<file path="config.mk">
export PLATFORM = sky130hd
export DESIGN_NAME = pc_fetch_sequencer
export DESIGN_NICKNAME = d
export VERILOG_FILES = /design/src/rtl/pc_fetch_sequencer.sv
export SDC_FILE = /design/constraint.sdc
export NUM_CORES = 1
export LEC_CHECK = 0
export CAP_MARGIN = 20
export CORE_ASPECT_RATIO = 1.75
export CORE_MARGIN = 5
export CORE_UTILIZATION = 30
export DETAILED_ROUTE_END_ITERATION = 8
export SYNTH_ARGS = -nofsm -noshare
export SYNTH_HDL_FRONTEND = slang
export SYNTH_SLANG_ARGS = --single-unit
</file>
<file path="constraint.sdc">
create_clock -name clk -period 2.8 [get_ports clk]
set_input_delay 0.56 -clock clk [delete_from_list [all_inputs] [get_ports clk]]
set_output_delay 0.56 -clock clk [all_outputs]
set_load 0.05 [all_outputs]
</file>
<file path="src/rtl/pc_fetch_sequencer.sv">
// pc_fetch_sequencer: owns the PC and fetches over req/ack; define PC_ALIGN_CHECK_EN to trap misaligned redirects to TRAP_PC.
// Latency: instr_valid one cycle after imem_ack. Stall or !instr_ready holds instr and pc in HOLD; timeout after MAX_WAIT unacked cycles.
module pc_fetch_sequencer #(
    parameter logic [31:0] RESET_PC = 32'h0000_0000,
    parameter logic [31:0] TRAP_PC  = 32'h0000_0080,
    parameter int unsigned MAX_WAIT = 15
) (
    input  logic        clk,
    input  logic        rst_n,
    input  logic        start,
    input  logic        stall,
    output logic        imem_req,
    output logic [31:0] imem_addr,
    input  logic        imem_ack,
    input  logic [31:0] imem_rdata,
    output logic [31:0] instr,
    output logic        instr_valid,
    input  logic        instr_ready,
    input  logic        br_taken,
    input  logic [31:0] br_target,
    input  logic        jump,
    input  logic [31:0] jump_target,
    output logic [31:0] pc,
    output logic [31:0] pc_plus4,
    output logic        timeout,
    output logic        misalign
);

    typedef enum logic [1:0] {
        ST_IDLE = 2'd0,
        ST_REQ  = 2'd1,
        ST_HOLD = 2'd2
    } state_t;

    localparam logic [7:0] WAIT_LIMIT = 8'(MAX_WAIT);

    state_t      state_q, state_d;
    logic [31:0] pc_q, pc_d;
    logic [31:0] instr_q, instr_d;
    logic        instr_valid_q, instr_valid_d;
    logic        timeout_q, timeout_d;
    logic [7:0]  wait_cnt_q, wait_cnt_d;

    logic        accept;
    logic [31:0] redirect_pc;
    logic [31:0] next_pc;

    assign pc_plus4 = pc_q + 32'd4;
    assign accept   = (state_q == ST_HOLD) && instr_ready && !stall;

    // Redirect priority: jump beats branch beats sequential.
    always_comb begin
        redirect_pc = pc_plus4;
        if (jump) begin
            redirect_pc = jump_target;
        end else if (br_taken) begin
            redirect_pc = br_target;
        end
    end

`ifdef PC_ALIGN_CHECK_EN
    logic redirect_misaligned;
    logic misalign_q, misalign_d;

    always_comb begin
        redirect_misaligned = |redirect_pc[1:0];
        next_pc             = redirect_misaligned ? TRAP_PC : redirect_pc;
    end

    // Pulse lands in the cycle right after the accepting edge.
    assign misalign_d = accept && redirect_misaligned;

    always_ff @(posedge clk or negedge rst_n) begin
        if (!rst_n) begin
            misalign_q <= 1'b0;
        end else begin
            misalign_q <= misalign_d;
        end
    end

    assign misalign = misalign_q;
`else
    logic unused_trap_pc;

    assign next_pc        = redirect_pc & 32'hFFFF_FFFC;
    assign misalign       = 1'b0;
    assign unused_trap_pc = ^TRAP_PC;
`endif

    always_comb begin
        state_d       = state_q;
        pc_d          = pc_q;
        instr_d       = instr_q;
        instr_valid_d = instr_valid_q;
        timeout_d     = timeout_q;
        wait_cnt_d    = wait_cnt_q;

        case (state_q)
            ST_IDLE: begin
                wait_cnt_d = 8'd0;
                if (start) begin
                    state_d   = ST_REQ;
                    timeout_d = 1'b0;
                end
            end
            ST_REQ: begin
                if (imem_ack) begin
                    instr_d       = imem_rdata;
                    instr_valid_d = 1'b1;
                    wait_cnt_d    = 8'd0;
                    state_d       = ST_HOLD;
                end else begin
                    wait_cnt_d = wait_cnt_q + 8'd1;
                    // Give up on the fetch; pc is kept so a restart retries it.
                    if (wait_cnt_d == WAIT_LIMIT) begin
                        timeout_d = 1'b1;
                        state_d   = ST_IDLE;
                    end
                end
            end
            ST_HOLD: begin
                if (accept) begin
                    pc_d          = next_pc;
                    instr_valid_d = 1'b0;
                    state_d       = ST_REQ;
                end
            end
            default: begin
                state_d = ST_IDLE;
            end
        endcase
    end

    always_ff @(posedge clk or negedge rst_n) begin
        if (!rst_n) begin
            state_q       <= ST_IDLE;
            pc_q          <= RESET_PC;
            instr_q       <= 32'd0;
            instr_valid_q <= 1'b0;
            timeout_q     <= 1'b0;
            wait_cnt_q    <= 8'd0;
        end else begin
            state_q       <= state_d;
            pc_q          <= pc_d;
            instr_q       <= instr_d;
            instr_valid_q <= instr_valid_d;
            timeout_q     <= timeout_d;
            wait_cnt_q    <= wait_cnt_d;
        end
    end

    assign imem_req    = (state_q == ST_REQ);
    assign imem_addr   = pc_q;
    assign pc          = pc_q;
    assign instr       = instr_q;
    assign instr_valid = instr_valid_q;
    assign timeout     = timeout_q;

endmodule

</file>
Word level (Yosys, flattened, before mapping) --
Cells that the tools add are included.
Cells by class: add/sub/neg operators 2, multiply operators 0, div/mod/pow operators 0, $lt $le $gt $ge 0, equal/unequal tests 9, shift operators 0, mux-type cells 16, bitwise logic cells 0, reductions and logical operators 11
Operator list (count):
- $mux 32 | 2
- $add 32x3->32 const B | 1
- $pmux 8 s2 | 1
- $add 8x1->8 const B | 1
- $eq 8x4->1 const B | 1
- $mux 2 | 4
- $mux 8 | 1
- $ne 2x2->1 const B | 3
- $pmux 2 s3 | 1
- $reduce_and 3->1 | 2
- $mux 1 | 5
- $ne 2x1->1 const B | 2
- $pmux 1 s2 | 2
- $reduce_and 2->1 | 2
- $reduce_and 4->1 | 1
- $reduce_bool 2->1 | 2
- $ne 3x1->1 const B | 1
- $eq 2x1->1 const B | 1
- $eq 2x2->1 const B | 1
- $logic_and 1x1->1 | 2
- $logic_not 2->1 | 1
- $logic_not 1->1 | 1
Storage, ports and cells: register bits 74, latch bits 0, memory bits (writable) 0, ROM bits 0, input bits 104, output and inout port bits 132, logic and storage cells 44, memories kept 0

Longest topological paths before layout --
word-level depth 5, mapped depth 7, mapped depth without buffers 5

Least setup slack after synthesis --
No wires, ideal clock.
path kind reg-to-output, from register pc_q[13], in the netlist imem_addr[13], to output port pc_plus4[27], data arrival time 2.764 ns, data required time 2.240 ns, path slack -0.524 ns, cell stages (with the launch flop) 7, path buffers 2, path through dfrtp_1 > clkbuf_1 > nand4_1 > or4_1 > buf_2 > or3_1 > xnor2_1
On the way: cells in the longest elaborated chain, start to end 1
Ends and longest elaborated chain:
- start: declaration | line 38 | logic [31:0] pc_q, pc_d;
- start signal: assignment | line 144 | pc_q <= pc_d;
- $add 32x3->32 | line 48 | assign pc_plus4 = pc_q + 32'd4;
- end: declaration | line 24 | output logic [31:0] pc_plus4,
Every way passes these cells.

Final worst setup path --
from register pc_q[14], in the netlist imem_addr[14], to output port pc_plus4[23]
The elaborated chain is that of the path after synthesis.

==> flow_metrics.env <==
export IMPL_ioPinCount=236
export IMPL_slew_violations=0
export IMPL_post_drt_wl_per_cell_um=19.5
export IMPL_totalPowerFinal_mw=10.3
export IMPL_outcome="finished, final reports clean"
export IMPL_grt_pass1_wl_um=27700
export IMPL_syn_inst=528
export IMPL_worstHoldPathType="input port to async pin"
export IMPL_area_delta_synth_final_pct=68.8
export IMPL_drc=0
export IMPL_clockBufferDepth=2
export IMPL_numPlacedInstances=906
export IMPL_cts_tree="built"
export IMPL_die_h_um=178
export IMPL_max_slew_margin_pct=60.0
export IMPL_synth_area_mux_share_pct=8.75
export IMPL_period_share_pct=97.7
export IMPL_synthAdderAreaFrac_pct=0.779
export IMPL_fp_dieArea_mm2=0.0188
export IMPL_synth_main_ff_cell="dfrtp_1"
export IMPL_diodes=0
export IMPL_nets=851
export IMPL_cp_required_ns=2.24
export IMPL_synth_simple_gate_area_share_pct=20.3
export IMPL_synth_top_cell_by_area="dfrtp_1"
export IMPL_final_cells=938
export IMPL_max_freq_mhz=366
export IMPL_synth_top_cells_by_area="dfrtp_1 38%, mux2_2 7.7%, buf_4 5.8%, xnor2_1 3.5%, nand2_1 3.0%"
export IMPL_yosys_area_top_type_share_pct=38.4
export IMPL_vias=4959
export IMPL_max_slew_worst_pin_slew_ns=0.600
export IMPL_gp_congestion=0.858
export IMPL_layout_common_cells="196 x clkdlybuf4s50_1, 56 x dfrtp_1, 55 x buf_4"
export IMPL_numClockSinks=74
export IMPL_syn_mean_instance_area_um2=9.12
export IMPL_syn_area_mm2=0.00482
export IMPL_viasPerCell=5.29
export IMPL_ys_seq_area_share_pct=38.4
export IMPL_p_leak_nw=3.28
export IMPL_drtIter0Drc=210
export IMPL_clk_pin_slew_worst_paths_ns=0.06
export IMPL_clock_skew_ns=0.00702
export IMPL_crit_fanout=6
export IMPL_grt_max_degree=39
export IMPL_final_common_cell="clkdlybuf4s50_1"
export IMPL_antenna_found_initial=0
export IMPL_ys_types=60
export IMPL_synth_top_family_by_area="simple AND/OR/NAND/NOR gates"
export IMPL_numPortBuffers=224
export IMPL_ys_warn_count=0
export IMPL_setup_viol=0
export IMPL_synth_xor_area_share_pct=4.73
export IMPL_critPathArrivalTime_ns=2.18
export IMPL_finalHoldViolations=0
export IMPL_htreeDepth=3
export IMPL_cp_end_kind="output pin"
export IMPL_die_w_um=106
export IMPL_post_route_cells_drive_above_1_share_pct=25.5
export IMPL_clkLatencyLatePin_ns=0.33
export IMPL_root_buffer="clkbuf_16"
export IMPL_rows=61
export IMPL_core_area_mm2=0.0159
export IMPL_dr_pass1_iters=4
export IMPL_grt_usage_pct=18.7
export IMPL_min_period_ns=2.74
export IMPL_start_util_pct=30.3
export IMPL_ir_worst_vdd_uv=884
export IMPL_start_kind="flip-flop"
export IMPL_p_per_area_mw_per_mm2=1270
export IMPL_grt_pass1_vias=5196
export IMPL_rsz0062_at_grt="yes"
export IMPL_cts_buffers=9
export IMPL_routed_wl_um=18200
export IMPL_grt_ovfl_total=0
export IMPL_synth_compound_area_share_pct=17.2
export IMPL_ys_seq_elements=74
export IMPL_place_hpwl_um=14100
export IMPL_final_antenna_net_count=0
export IMPL_whs_ns=0.213
export IMPL_async_flop_share_pct=100
export IMPL_drv_cap=0
export IMPL_synth_edff_count=0
export IMPL_worstSetupPathType="flip-flop to output pin"
==> path summary, 6_finish.rpt <==
path / startpoint / to / slack [ns] / cells past startpoint
worst max-delay path: imem_addr[14] / pc_plus4[23] / 0.06 / 5
worst min-delay path: rst_n / state_q[1] / 0.21 / 1
worst max register to register: state_q[1] / imem_addr[13] / 0.74 / 4
worst min register to register: instr_valid / instr_valid / 0.50 / 2
max in group asynchronous: rst_n / imem_addr[3] / 1.95 / 2
min in group clk: instr_valid / instr_valid / 0.50 / 2
==> layout make-up <==
type                    instances  area [um2]
fillers                      1462        7740
inverters                      10        37.5
repair buffers                276        2860
clock buffers                  10         229
multi-input cells             373        2780
well taps                     189         236
clock inverters                 6         114
flip-flops and latches         74        1870
==> per-stage QoR <==
stage	area (um2)	setup TNS, ns	util [%]	worst slack [ns]
2_1_floorplan	5060	-0.297	-	-0.167
3_3_place_gp	7620	0	48.0	0.163
3_5_place_dp	7620	0	48.0	0.134
4_1_cts	8030	-0.0262	50.6	-0.0133
5_1_grt	8130	-0.0323	51.2	-0.0323
6_report	8130	0	51.2	0.0649
==> metal layers <==
metal  wire length (um)  part of all wire (%)  vias up  track usage [%]
met5                  0                     0        -                0
met4                496                   2.7        0             7.13
met3               1270                   6.9       31             4.95
met2               9950                    55      205             35.1
met1               6540                    36     2403             19.6
li1                   -                     -     2320                -
==> where the power goes <==
part | internal (mW) | switching (mW) | leakage [nW]
clock network | 0.875 | 0.476 | 0.159
registers | 1.53 | 0.432 | 0.849
logic | 2.62 | 4.38 | 2.27
==> flip-flops by register name, summed over array words and instances (netlist names) <==
register	cells
instr	32
imem_addr	30
wait_cnt_q	8
state_q	2
instr_valid	1
timeout	1
==> cells by family (layout without fill, tap and decap cells) <==
logic type | after synthesis | after routing
buf+inv | 87 | 302
compound gates | 123 | 123
xor+xnor | 26 | 26
mux | 38 | 38
other cells | 1 | 7
flops | 74 | 74
fa+ha+maj | 3 | 3
simple gates | 176 | 176
==> what timing repair did <==
action                                  in CTS  in global routing
pin swaps                                    3                  4
gates resized for setup                      6                  8
endpoints found under the setup margin       8                 13
buffers inserted                             5                 11
hold buffers                                 0                  0
==> synthesized netlist by cell type, types with 3 or more instances <==
| library cell | instances |
|---|---|
| nand3_1 | 13 |
| nor4_1 | 8 |
| nand2_1 | 39 |
| o21ai_0 | 28 |
| nand2b_1 | 8 |
| and3_1 | 7 |
| nand4_1 | 15 |
| or2_2 | 7 |
| nor2_1 | 21 |
| clkbuf_1 | 35 |
| o22ai_1 | 7 |
| xnor2_1 | 19 |
| dfrtp_1 | 74 |
| mux2_2 | 33 |
| inv_1 | 10 |
| mux2i_1 | 5 |
| and2_1 | 4 |
| a311o_1 | 6 |
| a22oi_1 | 9 |
| and4_1 | 8 |
| buf_4 | 37 |
| o211ai_1 | 9 |
| or3_1 | 10 |
| buf_1 | 4 |
| a21boi_0 | 3 |
| nor2b_1 | 7 |
| a22o_1 | 9 |
| ha_1 | 3 |
| nor3_1 | 14 |
| xor2_1 | 7 |
| a21oi_1 | 22 |
| o31ai_1 | 7 |
| a31oi_1 | 6 |
==> worst max-delay path: stages (launching register included) <==
cell     delay, ns
dfrtp_2       0.37
nand4_1       0.17
or4_4         0.58
or3_4         0.40
xnor2_4       0.17
buf_12        0.15
Note: power is estimated with default switching activity, not from simulation.
